$ cat config.mk
export PLATFORM = sky130hd
export DESIGN_NAME = fp_acc_normalize
export DESIGN_NICKNAME = d
export VERILOG_FILES = /design/src/rtl/fp_acc_pkg.sv /design/src/rtl/fp_acc_round_rne.sv /design/src/rtl/fp_acc_normalize.sv
export SDC_FILE = /design/constraint.sdc
export NUM_CORES = 1
export LEC_CHECK = 0
export BUFFER_PORTS_ARGS = -buffer_cell sky130_fd_sc_hd__buf_2
export CAP_MARGIN = 15
export CORE_UTILIZATION = 40
export DETAILED_ROUTE_END_ITERATION = 8
export PLACE_DENSITY = 0.64
export SETUP_SLACK_MARGIN = 0.02
export SLEW_MARGIN = 20
export SYNTH_ARGS = -nofsm -noshare
export SYNTH_HDL_FRONTEND = slang
export SYNTH_SLANG_ARGS = --single-unit
export TNS_END_PERCENT = 10
$ cat constraint.sdc
create_clock -name clk -period 4.5 [get_ports clk]
set_input_delay 0.675 -clock clk [delete_from_list [all_inputs] [get_ports clk]]
set_output_delay 0.675 -clock clk [all_outputs]
set_load 0.02 [all_outputs]
$ cat src/rtl/fp_acc_pkg.sv
// Shared types and constants for the accumulator normalize/round path.
// Optional build macro: FP_ACC_SUBNORMAL_EN (gradual underflow in fp_acc_normalize).
package fp_acc_pkg;

  localparam int FP32_BIAS = 127;
  localparam int EXP_MAX   = 255;
  localparam int FRAC_BITS = 23;

  typedef struct packed {
    logic overflow;
    logic underflow;
    logic inexact;
    logic zero;
  } fp_acc_flags_t;

  typedef struct packed {
    logic                 sign;
    logic [7:0]           exp;
    logic [FRAC_BITS-1:0] frac;
  } fp32_t;

endpackage

$ cat src/rtl/fp_acc_round_rne.sv
// Round-to-nearest-even on a normalized significand (hidden bit at MSB).
// Pure combinational; reused by later accumulator stages.
module fp_acc_round_rne
  import fp_acc_pkg::*;
#(
  parameter int W = 32
) (
  input  logic [W-1:0]         sig,
  input  logic                 sticky_in,
  output logic [FRAC_BITS-1:0] frac,
  output logic                 guard,
  output logic                 sticky,
  output logic                 carry
);

  logic [FRAC_BITS-1:0] frac_raw;
  logic                 inc;

  assign frac_raw = sig[W-2 -: FRAC_BITS];
  assign guard    = sig[W-2-FRAC_BITS];
  assign sticky   = sticky_in | (|sig[W-3-FRAC_BITS:0]);
  assign inc      = guard & (sticky | frac_raw[0]);

  // An all-ones fraction wraps to zero and reports the carry.
  assign {carry, frac} = {1'b0, frac_raw}
                       + {{FRAC_BITS{1'b0}}, inc};

endmodule

$ cat src/rtl/fp_acc_normalize.sv
// Tree sum -> binary32: abs/sign, normalize with LZA fix, round/pack.
// Build macro FP_ACC_SUBNORMAL_EN enables subnormal results (else flush).
module fp_acc_normalize
  import fp_acc_pkg::*;
#(
  parameter int SUM_W  = 32,
  parameter int FRAC_W = 24,
  parameter int LZC_W  = $clog2(SUM_W)
) (
  input  logic             clk,
  input  logic             rst,
  input  logic             in_valid,
  output logic             in_ready,
  input  logic [SUM_W-1:0] sum_in,
  input  logic [LZC_W-1:0] lzc_in,
  input  logic [7:0]       exp_in,
  output logic             out_valid,
  input  logic             out_ready,
  output logic [31:0]      res_out,
  output logic [3:0]       flags_out
);

  logic stall;
  logic adv;

  assign stall    = out_valid && !out_ready;
  assign adv      = !stall;
  assign in_ready = adv;

  // ---- stage 1: abs / sign ----
  logic              s1_valid;
  logic              s1_sign;
  logic              s1_zero;
  logic [SUM_W-1:0]  s1_mag;
  logic [LZC_W-1:0]  s1_lzc;
  logic signed [9:0] s1_e;
  logic [SUM_W-1:0]  mag_in;

  // Negation of the most negative value wraps to 2^(SUM_W-1), as wanted.
  assign mag_in = sum_in[SUM_W-1] ? -sum_in : sum_in;

  // Capture magnitude, sign and the exponent of the sum's MSB position.
  always_ff @(posedge clk) begin
    if (rst) begin
      s1_valid <= 1'b0;
      s1_sign  <= 1'b0;
      s1_zero  <= 1'b0;
      s1_mag   <= '0;
      s1_lzc   <= '0;
      s1_e     <= '0;
    end else if (adv) begin
      s1_valid <= in_valid;
      s1_sign  <= sum_in[SUM_W-1];
      s1_zero  <= (sum_in == '0);
      s1_mag   <= mag_in;
      s1_lzc   <= lzc_in;
      s1_e     <= {2'b00, exp_in}
                + 10'(SUM_W - 1 - FRAC_W);
    end
  end

  // ---- stage 2: normalize ----
  logic [SUM_W-1:0]  sh0;
  logic [SUM_W-1:0]  sh_n;
  logic              corr;
  logic signed [9:0] e_n;
  logic              lzc_ok;

  assign sh0  = s1_mag << s1_lzc;
  assign corr = ~sh0[SUM_W-1];
  assign sh_n = corr ? (sh0 << 1) : sh0;
  assign e_n  = s1_e - 10'(s1_lzc) - {9'b0, corr};

  // LZA may undercount by one but must never overshoot.
  assign lzc_ok = (((s1_mag << s1_lzc) >> s1_lzc) == s1_mag)
               && sh_n[SUM_W-1];

  a_lzc_legal: assert property (
    @(posedge clk) disable iff (rst)
    (s1_valid && !s1_zero) |-> lzc_ok
  );

  logic              s2_valid;
  logic              s2_sign;
  logic              s2_zero;
  logic [SUM_W-1:0]  s2_sh;
  logic signed [9:0] s2_e;

  // Register the normalized significand and its exponent.
  always_ff @(posedge clk) begin
    if (rst) begin
      s2_valid <= 1'b0;
      s2_sign  <= 1'b0;
      s2_zero  <= 1'b0;
      s2_sh    <= '0;
      s2_e     <= '0;
    end else if (adv) begin
      s2_valid <= s1_valid;
      s2_sign  <= s1_sign;
      s2_zero  <= s1_zero;
      s2_sh    <= sh_n;
      s2_e     <= e_n;
    end
  end

  // ---- stage 3: round / pack ----
  logic                 tiny;
  logic [SUM_W-1:0]     rnd_sig;
  logic                 rnd_stk;
  logic [FRAC_BITS-1:0] frac_r;
  logic                 guard;
  logic                 sticky;
  logic                 carry;
  logic signed [9:0]    e_r;
  fp32_t                res_n;
  fp_acc_flags_t        flg_n;

  assign tiny = (s2_e <= 10'sd0);

`ifdef FP_ACC_SUBNORMAL_EN
  logic signed [9:0] sub_amt;

  assign sub_amt = 10'sd1 - s2_e;

  // Denormalize tiny values; bits pushed out feed the sticky bit.
  always_comb begin
    rnd_sig = s2_sh;
    rnd_stk = 1'b0;
    if (tiny) begin
      rnd_sig = s2_sh >> sub_amt;
      rnd_stk = |(s2_sh & ~({SUM_W{1'b1}} << sub_amt));
    end
  end
`else
  assign rnd_sig = s2_sh;
  assign rnd_stk = 1'b0;
`endif

  fp_acc_round_rne #(
    .W (SUM_W)
  ) u_round (
    .sig       (rnd_sig),
    .sticky_in (rnd_stk),
    .frac      (frac_r),
    .guard     (guard),
    .sticky    (sticky),
    .carry     (carry)
  );

  assign e_r = carry ? (s2_e + 10'sd1) : s2_e;

  // Select packed result and flags by special case priority.
  always_comb begin
    res_n         = '{sign: s2_sign, exp: e_r[7:0], frac: frac_r};
    flg_n         = '0;
    flg_n.inexact = guard | sticky;
    if (s2_zero) begin
      res_n      = '0;
      flg_n      = '0;
      flg_n.zero = 1'b1;
    end else if (tiny) begin
`ifdef FP_ACC_SUBNORMAL_EN
      if (sub_amt >= 10'sd25) begin
        res_n           = '{sign: s2_sign, exp: 8'd0, frac: '0};
        flg_n.underflow = 1'b1;
        flg_n.inexact   = 1'b1;
      end else begin
        res_n           = '{sign: s2_sign,
                            exp:  {7'd0, carry},
                            frac: frac_r};
        flg_n.underflow = guard | sticky;
      end
`else
      res_n           = '{sign: s2_sign, exp: 8'd0, frac: '0};
      flg_n.underflow = 1'b1;
      flg_n.inexact   = 1'b1;
`endif
    end else if (e_r >= 10'(EXP_MAX)) begin
      res_n          = '{sign: s2_sign, exp: 8'hFF, frac: '0};
      flg_n.overflow = 1'b1;
      flg_n.inexact  = 1'b1;
    end
  end

  // Output register holds while the consumer stalls.
  always_ff @(posedge clk) begin
    if (rst) begin
      out_valid <= 1'b0;
      res_out   <= '0;
      flags_out <= '0;
    end else if (adv) begin
      out_valid <= s2_valid;
      if (s2_valid) begin
        res_out   <= res_n;
        flags_out <= flg_n;
      end
    end
  end

endmodule

# Word-level counts from Yosys, hierarchy flattened
# Index checks and enable logic that the tools add are counted.
word_totals:
  reg_bits: 131
  latch_bits: 0
  ram_bits: 0
  mem_bits_ro: 0
  in_bits: 49
  output_inout_bits: 38
  elab_cells: 47
  n_memories: 0
op_classes:
  addsub: 6
  mul: 0
  div: 0
  magnitude_cmp: 2
  n_eq_ne: 0
  shifts: 1
  n_mux: 13
  bitwise_logic: 5
  reduce_logical: 6
ops:
  columns: ["operator", "n"]
  rows:
  - ["31-bit 2-to-1 mux", 3]
  - ["32-bit 2-to-1 mux", 2]
  - ["32-bit logical NOT", 1]
  - ["32-bit negator", 1]
  - ["32-bit by 5-bit left shift with 32-bit output", 1]
  - ["23-bit by 1-bit adder with 24-bit output", 1]
  - ["10-bit by 2-bit adder with 10-bit output (second input constant)", 1]
  - ["10-bit by 9-bit >= comparator with 1-bit output (second input constant)", 1]
  - ["10-bit by 1-bit less-or-equal comparator with 1-bit output (second input constant)", 1]
  - ["10-bit 2-to-1 mux", 1]
  - ["10-bit by 1-bit subtractor with 10-bit output", 1]
  - ["10-bit by 5-bit subtractor with 10-bit output", 1]
  - ["8-bit by 3-bit adder with 9-bit output (second input constant)", 1]
  - ["7-bit OR reduction", 1]
  - ["1-bit 2-to-1 mux", 6]
  - ["3-bit 2-to-1 mux", 1]
  - ["1-bit logical NOT", 2]
  - ["1-bit NOT", 2]
  - ["1-bit OR", 2]
  - ["2-bit AND reduction", 1]
  - ["1-bit AND", 1]
  - ["1-bit logical AND", 1]

# Longest topological paths before layout
# Gate-level depths: netlist of the first run.
depth:
  depth_word: 9
  ltp_mapped: 18
  depth_no_buf: 14

# By module
# A second synthesis of the first run with hierarchy kept.
unflattened:
  cells_unflattened: 1003
  area_unflattened_um2: 9029.9
by_module_without_submodules:
  columns: ["mod", "instances", "cells_each", "area_per_inst_um2"]
  rows:
  - ["fp_acc_normalize", 1, 937, 8528.2]
  - ["fp_acc_round_rne", 1, 66, 501.7]

# Least setup slack after synthesis of the first run
# No wires, ideal clock.
synth_timing:
  kind: "register to register"
  from: "reg s1_lzc[0]"
  to: "reg s2_e[9]"
  t_arrival_ns: 4.045
  required_time_ns: 4.430
  setup_slack_ns: 0.385
  stages_incl_launch_ff: 19
  n_path_buf: 4
  synth_period_minus_slack_ns: 4.115
  path_cell_list: "dfxtp_1 buf_2 buf_2 inv_1 buf_2 mux2i_1 mux2_2 mux2_2 clkbuf_1 fa_1 inv_1 ha_1 o21ai_0 a31oi_1 o21ai_0 nand2b_1 a211o_1 or4_1 a21oi_1"
synth_via:
  elab_chain_cells: 3
  elab_cells_between_ends: 4
  classes_between: "add/sub: 2; shift: 1; bitwise: 1"
synth_rtl:
  columns: ["item", "line", "rtl"]
  rows:
  - ["start: declaration", "fp_acc_normalize.sv:35", "logic [LZC_W-1:0] s1_lzc;"]
  - ["start signal: assignment", "fp_acc_normalize.sv:56", "s1_lzc <= lzc_in;"]
  - ["parallel branches: the longest is 2 deep, another holds 10-bit by 5-bit subtractor with 10-bit output", null, null]
  - ["10-bit by 1-bit subtractor with 10-bit output (*)", "fp_acc_normalize.sv:72", "assign e_n = s1_e - 10'(s1_lzc) - {9'b0, corr};"]
  - ["end signal: assignment", "fp_acc_normalize.sv:102", "s2_e <= e_n;"]
  - ["end: declaration", "fp_acc_normalize.sv:87", "logic signed [9:0] s2_e;"]
# Mark *: on every way between the ends.
# A chain may end at the register's enable or synchronous reset.

# Final worst setup path of the first run
layout_timing:
  from: "reg s1_lzc[1]"
  to: "reg s2_e[9]"
# The elaborated chain is that of the path after synthesis.

==> summary.md, run 1 <==
| Metric | Value |
|---|---|
| Status | finished, final reports clean |
| Synth Net Count | 1,044 |
| Largest net degree at the start of global routing | 93 |
| Max-capacitance violation count | 0 |
| Design Area, Final | 9420 sq um |
| Core Box Area | 20,200 sq um |
| Post-DR wirelength/cell | 15.6 um |
| Async S/R FF share, synth | 0% |
| Yosys top cell area share | between 30% and 40% |
| Max-slew headroom | 42.8% |
| Initial antenna violation count | 0 |
| TritonRoute pass-1 iters | 5 |
| Final net count | 1,092 |
| Port Buffers | between 80 and 90 |
| Dpl hpwl | 14,800 um |
| Root Buffer | clkbuf_16 |
| Die Area | 21,200 sq um |
| Post-CTS Hold Buffers | 0 |
| Post-synthesis sequential area ratio | a little under a third |
| FP Rows | 52 |
| Dominant cells by area after synthesis | dfxtp_1 32%, mux4_2 7.9%, nand2_1 5.9% |
| GR Util met3 | 3.10% |
| Mapped Cells | 979 |
| Final min period | between 4 and 5 ns |
| Synth area leader | dfxtp_1 |
| Fill cell count | 2,010 |
| Met2 usage in global routing | 29.6% |
| Reg-to-Reg Start | s1_lzc[1] |
| Clk pin slew, worst setup/hold paths | 0.05 ns |
| VDD IR max | 0.178 mV |
| Worst EP arrival | 4.43 ns |
| Worst-Skew Late Latency | 0.42 ns |
| Crit Path Category | flip-flop to flip-flop |
| Die height | roughly 150 um |
| Hold depth | 2 |
| Post-CTS sizing | 0 |
| Drt via density | 5.49 |
| DRT iter0 DRCs | approximately 440 |
| Top Usage Layer GRT | met2 |
| Post-synthesis cell type count | 61 |
| Mapped Area | 8260 sq um |
| Synth-to-layout area growth | 14.1% |
| Inserted Clock Buffers | 17 |
| Die W | 146 um |
| Worst R2R End | s2_e[9] |
| Syn. warnings | 0 |
| Crit path max fanout | 21 |
| Worst min path class | flip-flop to flip-flop |
| Final period util | 90.8% |
| Hold_sp | res_out[28] |
| Routed Antenna Nets | 0 |
| R2R depth | 14 |
| GPL Wtd Cong | 0.912 |
| Prevailing post-synth register cell | dfxtp_1 |
| Ant. Diodes | 0 |
| DRC Markers | 0 |
| Final setup fails | 0 |
| Share of layout cells above drive strength 1 | 19.5% |
| Vias in the first global route | 6,518 |
| GRT Total Usage | 19.5% |
| CP Launch Type | flip-flop |
| First-pass GRT wire length | 33,600 um |
| CTS H-tree lvls | 4 |
| Critical Path RT | about 4.9 ns |
| Cell Pwr Density | around 370 nW/um^2 |
| RSZ-0062 raised after global routing | no |
| Final Hold Violating Endpoints | 0 |
| Post-place instance area | 8840 sq um |
| Crit end category | flip-flop |
| Synthesized area per cell | 8.43 sq um |
| Final Max Tran Viols | 0 |
| I/O pins | 87 |
| Clock Sinks | 130 |
| Number of flops mapped to enable cells by yosys | 0 |
| GRT overflow | 0 |
| # Post-CTS Setup Buffers | 0 |
| Flop and latch count out of synthesis | 130 |
| Total Power | 3.44 mW |
| CTS max path bufs | 2 |
| WL final | 20,400 um |
| Fmax | ~240 MHz |
| Clock Skews | 0.00912 ns |
| Final core utilization | a little under half |
| Worst Hold End | res_out[28] |
| GR Util met1 | 28.0% |
| Total vias in the final route | 7,187 |
| Initial Util | 40.8% |
| CTS tree | yes |
| Setup_tns | 0 ns |
| Leak | 3.80 nW |
| Tightest Pin Transition | 0.858 ns |
| Reg-to-reg slack, setup | roughly 0.42 ns |
==> state kept, by name, indices dropped and copies added (netlist names), 4 cells and up <==
register / flops
s1_e: 9
res_out: 32
s1_mag: 32
s1_lzc: 5
flags_out: 4
rnd_sig: 31
s2_e: 10
==> cell usage in the layout (no fill, tap or decap), types with 13 or more instances in the layout <==
master	count
nand2_1	129
buf_2	85
nand3_1	14
buf_4	16
xnor2_1	24
xor2_1	46
a22oi_1	13
a21oi_1	59
mux4_2	29
inv_1	26
nor2_1	101
nand4_1	17
a211oi_1	39
mux2_2	16
dfxtp_1	128
clkbuf_16	17
nor3_1	23
o21ai_0	39
o21ai_2	20
ha_1	14
mux2i_1	38
==> cell type report <==
cell class,instances,area (sq um),share of cell area [%]
clock buffer,26,499,5.30
clock inverter,5,75.1,0.797
inverter,27,103,1.09
multi-input combinational,750,5250,55.8
sequential,130,2610,27.7
tap,270,338,3.59
timing repair buffer,101,546,5.79
==> critical path, stage by stage (launching register included) <==
cell and delay, ns:
dfxtp_2 0.51, buf_4 0.34, mux4_2 0.55, mux2i_1 0.15, mux2_2 0.19, mux2_2 0.17
fa_1 0.43, ha_1 0.19, o21ai_0 0.20, a31oi_1 0.14, o21ai_0 0.15, nand2b_1 0.10
a211o_1 0.32, or4_1 0.41, a21oi_1 0.14
==> where the power goes <==
group | leakage (nW) | switching, mW | total [mW] | internal [mW]
registers | 1.07 | 0.126 | 1.37 | 1.25
clock network | 0.284 | 0.482 | 1.35 | 0.868
logic | 2.45 | 0.398 | 0.722 | 0.324
total | 3.80 | 1.01 | 3.44 | 2.44
==> per-layer routing <==
metal / wire [um] / vias up
li1: - / 3636
met1: 10300 / 3348
met2: 8970 / 186
met3: 851 / 17
met4: 281 / 0
met5: 0 / -
==> cells in the mapped netlist (all sizes together) (10+ instances only) <==
cell and instances:
nand2 129, o31ai 10, xnor2 24, ha 14, xor2 46, nor2 102
nand3b 11, mux2i 38, nand4 18, nand2b 11, a22oi 13, dfxtp 130
mux4 29, a21oi 59, a211oi 39, inv 27, mux2 16, nand3 14
o21ai 59, clkbuf 51, nor3 24, buf 21
==> worst max path at each step <==
stage,slack (ns),depth (start not counted),from,end
2_1_floorplan,0.38,18,s1_lzc[0],s2_e[9]
3_3_place_gp,0.55,15,s1_lzc[1],s2_e[9]
3_5_place_dp,0.42,14,s1_lzc[1],s2_e[9]
4_1_cts,0.39,14,s1_lzc[1],s2_e[9]
5_1_grt,0.16,14,s1_lzc[1],s2_e[9]
6_report,0.42,14,s1_lzc[1],s2_e[9]
==> cells by family (layout without fill, tap and decap cells) <==
kind of cell | Yosys count | after routing | share of synthesized area (%)
simple gates | 359 | 359 | 20.7
compound gates | 222 | 222 | 18.1
flops | 130 | 130 | 31.5
buf+inv | 99 | 159 | 4.94
mux | 83 | 83 | 14.7
xor+xnor | 70 | 70 | 7.43
fa+ha+maj | 16 | 16 | 2.61
==> through the flow <==
stage,cells,hold slack [ns],worst slack (ns)
CTS,1309,0.448,0.389
global route,1309,0.461,0.157
detailed placement,1278,0.438,0.423
finish,1309,0.445,0.416
global placement,1278,0.432,0.548
floorplan,979,0.427,0.385
Power figures use the tool's default switching activity.
==> run 2: changes to the inputs <==
Settings changed: RECOVER_POWER set to 100.
==> run 2 against run 1 <==
The flow now finishes with violations (max-capacitance violations, max-slew violations). Cell area down 1.4%. Fmax down 1.5%. First-iteration DRC count down 0.46%. Clock skew down 0.00077 ns. Sequential share of layout area up 0.40 points. Power down 0.41%. Via count up 0.15%. Clock power about the same. Routed wire length up 0.37%. Global-route usage unchanged. Core utilization down 0.67 points. Register-to-register slack worse by 0.06 ns.
==> summary.md, run 2 (same netlist as run 1, synthesis figures left out) <==
| Metric | Value |
|---|---|
| GRT Total Usage | 19.5% (unchanged) |
| Critical Path RT | 4.85 ns (about the same) |
| First-pass GRT wire length | 33,600 um (unchanged) |
| Total Power | 3.43 mW (was 3.44 mW) |
| I/O pins | 87 (unchanged) |
| Root Buffer | clkbuf_16 (unchanged) |
| CTS H-tree lvls | 4 (unchanged) |
| CTS tree | yes (unchanged) |
| Drt via density | 5.50 (was 5.49) |
| CP Launch Type | flip-flop (unchanged) |
| Share of layout cells above drive strength 1 | 13.4% (was 19.5%) |
| Post-CTS Hold Buffers | 0 (unchanged) |
| Failing checks | max-capacitance violations, max-slew violations |
| Crit end category | flip-flop (unchanged) |
| TritonRoute pass-1 iters | 5 (unchanged) |
| Final setup fails | 0 (unchanged) |
| Initial antenna violation count | 0 (unchanged) |
| Hold depth | 2 (unchanged) |
| Final worst setup slack | 0.352 ns (was 0.416 ns) |
| Largest net degree at the start of global routing | 93 (unchanged) |
| Worst EP arrival | 4.50 ns (was 4.43 ns) |
| Clk pin slew, worst setup/hold paths | 0.05 ns (about the same) |
| RSZ-0062 raised after global routing | no (unchanged) |
| Initial Util | 40.8% (unchanged) |
| Clock Sinks | 130 (unchanged) |
| FP Rows | 52 (unchanged) |
| DRC Markers | 0 (unchanged) |
| Inserted Clock Buffers | 17 (unchanged) |
| Pre-CTS WS | 0.423 ns (unchanged) |
| Final Hold Violating Endpoints | 0 (unchanged) |
| VDD IR max | 0.178 mV (about the same) |
| Cell Pwr Density | 369 nW/um^2 (was 365 nW/um^2) |
| Worst Hold End | res_out[28] (unchanged) |
| Reg-to-Reg Start | s1_lzc[1] (unchanged) |
| Crit path max fanout | 21 (unchanged) |
| Commonest non-fill, non-tap cell in the layout | nand2_1 (unchanged) |
| Port Buffers | 86 (unchanged) |
| Final net count | 1,092 (unchanged) |
| Worst R2R End | s2_e[9] (unchanged) |
| Dpl hpwl | 14,800 um (unchanged) |
| Die height | 146 um (unchanged) |
| Commonest non-fill, non-tap cells in the layout | 129 x nand2_1, 128 x dfxtp_1, 101 x nor2_1, 59 x a21oi_1, 57 x o21ai_0 (was 129 x nand2_1, 128 x dfxtp_1, 101 x nor2_1, 85 x buf_2, 59 x a21oi_1) |
| GPL Wtd Cong | 0.912 (unchanged) |
| Final core utilization | 45.9% (was 46.5%) |
| Synth-to-layout area growth | 12.4% (was 14.1%) |
| Die W | 146 um (unchanged) |
| GRT overflow | 0 (unchanged) |
| Max-slew headroom | -90.3% (was 42.8%) |
| Post-DR wirelength/cell | 15.6 um (about the same) |
| Crit Path Category | flip-flop to flip-flop (unchanged) |
| Worst-Skew Late Latency | 0.42 ns (about the same) |
| Leak | 3.60 nW (was 3.80 nW) |
| Worst min path class | flip-flop to flip-flop (unchanged) |
| Tightest Pin Transition | 2.85 ns (was 0.858 ns) |
| CTS max path bufs | 2 (unchanged) |
| R2R depth | 15 (was 14) |
| Reg-to-reg slack, setup | 0.35 ns (was 0.42 ns) |
| Status | finished with violations (was finished, final reports clean) |
| Final period util | 92.2% (was 90.8%) |
| Final Max Tran Viols | 154 (was 0) |
| Post-CTS sizing | 0 (unchanged) |
| Clock Skews | 0.00835 ns (was 0.00912 ns) |
| Routed Antenna Nets | 0 (unchanged) |
| Final min period | 4.15 ns (was 4.08 ns) |
| WL final | 20,500 um (was 20,400 um) |
| Ant. Diodes | 0 (unchanged) |
| Total vias in the final route | 7,198 (was 7,187) |
| Vias in the first global route | 6,518 (unchanged) |
| Setup_tns | 0 ns (unchanged) |
| Fmax | 241 MHz (was 245 MHz) |
| DRT iter0 DRCs | 436 (was 438) |
| Max-capacitance violation count | 2 (was 0) |
| Hold_sp | res_out[28] (unchanged) |
| Core Box Area | 20,200 sq um (unchanged) |
| # Post-CTS Setup Buffers | 0 (unchanged) |
| Die Area | 21,200 sq um (unchanged) |
==> run 2: layout make-up <==
type,count,area [sq um]
clock buffers,26,499
clock inverters,5,75.1
fillers,2063,11000
inverters,27,103
multi-input cells,750,5180
flip-flops and latches,130,2610
well taps,270,338
repair buffers,101,485
==> run 2: critical path, stage by stage, from the launching register on <==
cell and delay, ns:
dfxtp_2 0.51, buf_4 0.34, mux4_2 0.27, mux2i_1 0.08
mux2_1 0.34, mux2_1 0.34, fa_1 0.52, inv_1 0.05
ha_1 0.16, o21ai_0 0.19, a31oi_1 0.14, o21ai_0 0.16
nand2b_1 0.10, a211o_1 0.32, or4_1 0.41, a21oi_1 0.15
==> run 2: power breakdown <==
group	internal (mW)	switching, mW	leakage, nW	total (mW)
Sequential	1.25	0.126	1.07	1.37
Combinational	0.319	0.391	2.24	0.709
Clock	0.868	0.480	0.284	1.35
Total	2.43	0.996	3.60	3.43
==> run 2: metal layers <==
layer / part of all wire [%] / vias to the layer above / global-route usage (%)
met5: 0 / - / 0
met4: 1.5 / 0 / 7.05
met3: 4.1 / 19 / 3.10
met2: 44 / 185 / 29.6
met1: 51 / 3358 / 28.0
li1: - / 3636 / -
==> run 2: how the worst max path moves through the flow <==
stage | slack (ns) | endpoint | from
global route | 0.08 | s2_e[9] | s1_lzc[1]
global placement | 0.55 | s2_e[9] | s1_lzc[1]
detailed placement | 0.42 | s2_e[9] | s1_lzc[1]
finish | 0.35 | s2_e[9] | s1_lzc[1]
floorplan | 0.38 | s2_e[9] | s1_lzc[0]
CTS | 0.39 | s2_e[9] | s1_lzc[1]
==> run 2: through the flow <==
stage	hold WS [ns]	std cells	instance area, sq um
after CTS	0.448	1309	9420
final	0.450	1309	9280
after floorplan	0.427	979	8260
after detailed placement	0.438	1278	8840
after global routing	0.462	1309	9280
after global placement	0.432	1278	8840
==> run 3: changes to the inputs <==
Settings changed: CORE_UTILIZATION 40 to 30, PLACE_DENSITY 0.64 to 0.52, RECOVER_POWER 100 to not set.
==> run 3 against run 2 <==
The run now ends clean. Critical path depth down 2. Fmax up 2.0%. First-iteration DRC count up 12%. Clock power about the same. Clock skew up 0.00099 ns. Worst setup slack better by 0.081 ns. Flip-flop and latch count unchanged. Die area up 33%. Sequential power about the same. Clock-buffer cell count down 8. Routed wire length up 2.8%. Combinational power up 2%. Highest routed layer unchanged.
==> summary.md, run 3 (same netlist as run 1, synthesis figures left out) <==
| Metric | Value |
|---|---|
| Synth-to-layout area growth | 15.3% (was 12.4%) |
| Final period util | 90.4% (was 92.2%) |
| Fmax | 246 MHz (was 241 MHz) |
| CTS tree | yes (unchanged) |
| Post-CTS sizing | 0 (unchanged) |
| Initial Util | 30.6% (was 40.8%) |
| Post-CTS Hold Buffers | 0 (unchanged) |
| CP Launch Type | flip-flop (unchanged) |
| Crit path max fanout | 15 (was 21) |
| Clock Skews | 0.00934 ns (was 0.00835 ns) |
| DRC Markers | 0 (unchanged) |
| Crit end category | flip-flop (unchanged) |
| Clk pin slew, worst setup/hold paths | 0.06 ns (was 0.05 ns) |
| Die W | 168 um (was 146 um) |
| Status | finished, final reports clean (was finished with violations) |
| I/O pins | 87 (unchanged) |
| GRT overflow | 0 (unchanged) |
| Leak | 3.78 nW (was 3.60 nW) |
| Final setup fails | 0 (unchanged) |
| Max-capacitance violation count | 0 (was 2) |
| DRT iter0 DRCs | 489 (was 436) |
| Crit Path Category | flip-flop to flip-flop (unchanged) |
| Port Buffers | 86 (unchanged) |
| Cell Pwr Density | 361 nW/um^2 (was 369 nW/um^2) |
| Drt via density | 5.18 (was 5.50) |
| Final net count | 1,092 (unchanged) |
| Clock Sinks | 130 (unchanged) |
| Total vias in the final route | 7,147 (was 7,198) |
| Commonest non-fill, non-tap cell in the layout | nand2_1 (unchanged) |
| Worst EP arrival | 4.42 ns (was 4.50 ns) |
| Critical Path RT | 4.85 ns (about the same) |
| # Post-CTS Setup Buffers | 0 (unchanged) |
| Tightest Pin Transition | 0.999 ns (was 2.85 ns) |
| FF+latch area | 2610 sq um (unchanged) |
| Final Hold Violating Endpoints | 0 (unchanged) |
| Vias in the first global route | 6,599 (was 6,518) |
| RSZ-0062 raised after global routing | no (unchanged) |
| Inserted Clock Buffers | 17 (unchanged) |
| Dpl hpwl | 15,600 um (was 14,800 um) |
| Area of the multi-input gates | 5260 sq um (was 5180 sq um) |
| Final Max Tran Viols | 0 (was 154) |
| Initial antenna violation count | 0 (unchanged) |
| Final min period | 4.07 ns (was 4.15 ns) |
| Commonest non-fill, non-tap cells in the layout | 129 x nand2_1, 128 x dfxtp_1, 101 x nor2_1, 85 x buf_2, 58 x a21oi_1 (was 129 x nand2_1, 128 x dfxtp_1, 101 x nor2_1, 59 x a21oi_1, 57 x o21ai_0) |
| Post-DR wirelength/cell | 15.2 um (was 15.6 um) |
| GRT Total Usage | 15.5% (was 19.5%) |
| Worst min path class | flip-flop to flip-flop (unchanged) |
| Setup_tns | 0 ns (unchanged) |
| Root Buffer | clkbuf_16 (unchanged) |
| Fill cell count | 2,833 (was 2,063) |
| First-pass GRT wire length | 35,200 um (was 33,600 um) |
| Max-slew headroom | 33.4% (was -90.3%) |
| Ant. Diodes | 0 (unchanged) |
| WL final | 21,000 um (was 20,500 um) |
| Worst-Skew Late Latency | 0.42 ns (about the same) |
| CTS H-tree lvls | 4 (unchanged) |
| Routed Antenna Nets | 0 (unchanged) |
| Total Power | 3.44 mW (was 3.43 mW) |
| Core Box Area | 27,000 sq um (was 20,200 sq um) |
| GPL Wtd Cong | 0.855 (was 0.912) |
| Die Area | 28,200 sq um (was 21,200 sq um) |
| Die height | 168 um (was 146 um) |
| Largest net degree at the start of global routing | 65 (was 93) |
| CTS max path bufs | 2 (unchanged) |
| TritonRoute pass-1 iters | 5 (unchanged) |
| FP Rows | 60 (was 52) |
| Share of layout cells above drive strength 1 | 19.9% (was 13.4%) |
| VDD IR max | 0.266 mV (was 0.178 mV) |
## run 3: changes by cell type in the layout (fill, tap and decap cells not counted), sizes merged
cell and delta:
buf +42, clkinvlp +4, clkbuf -50, clkinv +2, inv +1
## run 3: per-layer routing
metal  wire length (um)  track usage (%)
met1              11000             22.2
met2               9010             23.2
met3                722             2.84
met4                331             4.87
met5                  0                0
## run 3: report_power, final
group	switching (mW)	internal [mW]
registers	0.126	1.24
logic	0.398	0.326
clock network	0.530	0.810
total	1.05	2.38
## run 3: per-stage QoR
stage	setup WS (ns)	cells	util (%)	area (sq um)	hold slack (ns)
after floorplan	0.385	979	-	8260	0.427
after detailed placement	0.457	1349	33.2	8950	0.436
after global placement	0.546	1349	33.2	8950	0.433
after CTS	0.424	1379	35.3	9520	0.451
final	0.433	1379	35.3	9520	0.445
after global routing	0.205	1379	35.3	9520	0.469
## run 3: area by class of cell
cell class	instances	area share (%)
repair buffers	101	5.86
clock inverters	12	1.45
well taps	341	4.48
flip-flops and latches	130	27.4
inverters	27	1.08
clock buffers	18	4.51
multi-input cells	750	55.2
## run 3: final timing paths
check / startpoint / to / slack, ns / depth (start not counted)
worst min register to register: res_out[18] / res_out[18] / 0.44 / 2
worst min-delay path: res_out[18] / res_out[18] / 0.44 / 2
worst max register to register: s1_lzc[1] / s2_e[9] / 0.43 / 13
worst max-delay path: s1_lzc[1] / s2_e[9] / 0.43 / 13
## run 3: critical path, stage by stage, from the launching register on
cell and delay (ns):
dfxtp_2 0.57, mux4_2 0.57, mux2i_1 0.30, mux2_2 0.28, mux2_2 0.19, fa_1 0.43
ha_1 0.19, o21ai_0 0.21, a31oi_1 0.14, o21ai_0 0.16, nand2b_1 0.10, a211o_1 0.32
or4_1 0.40, a21oi_1 0.14
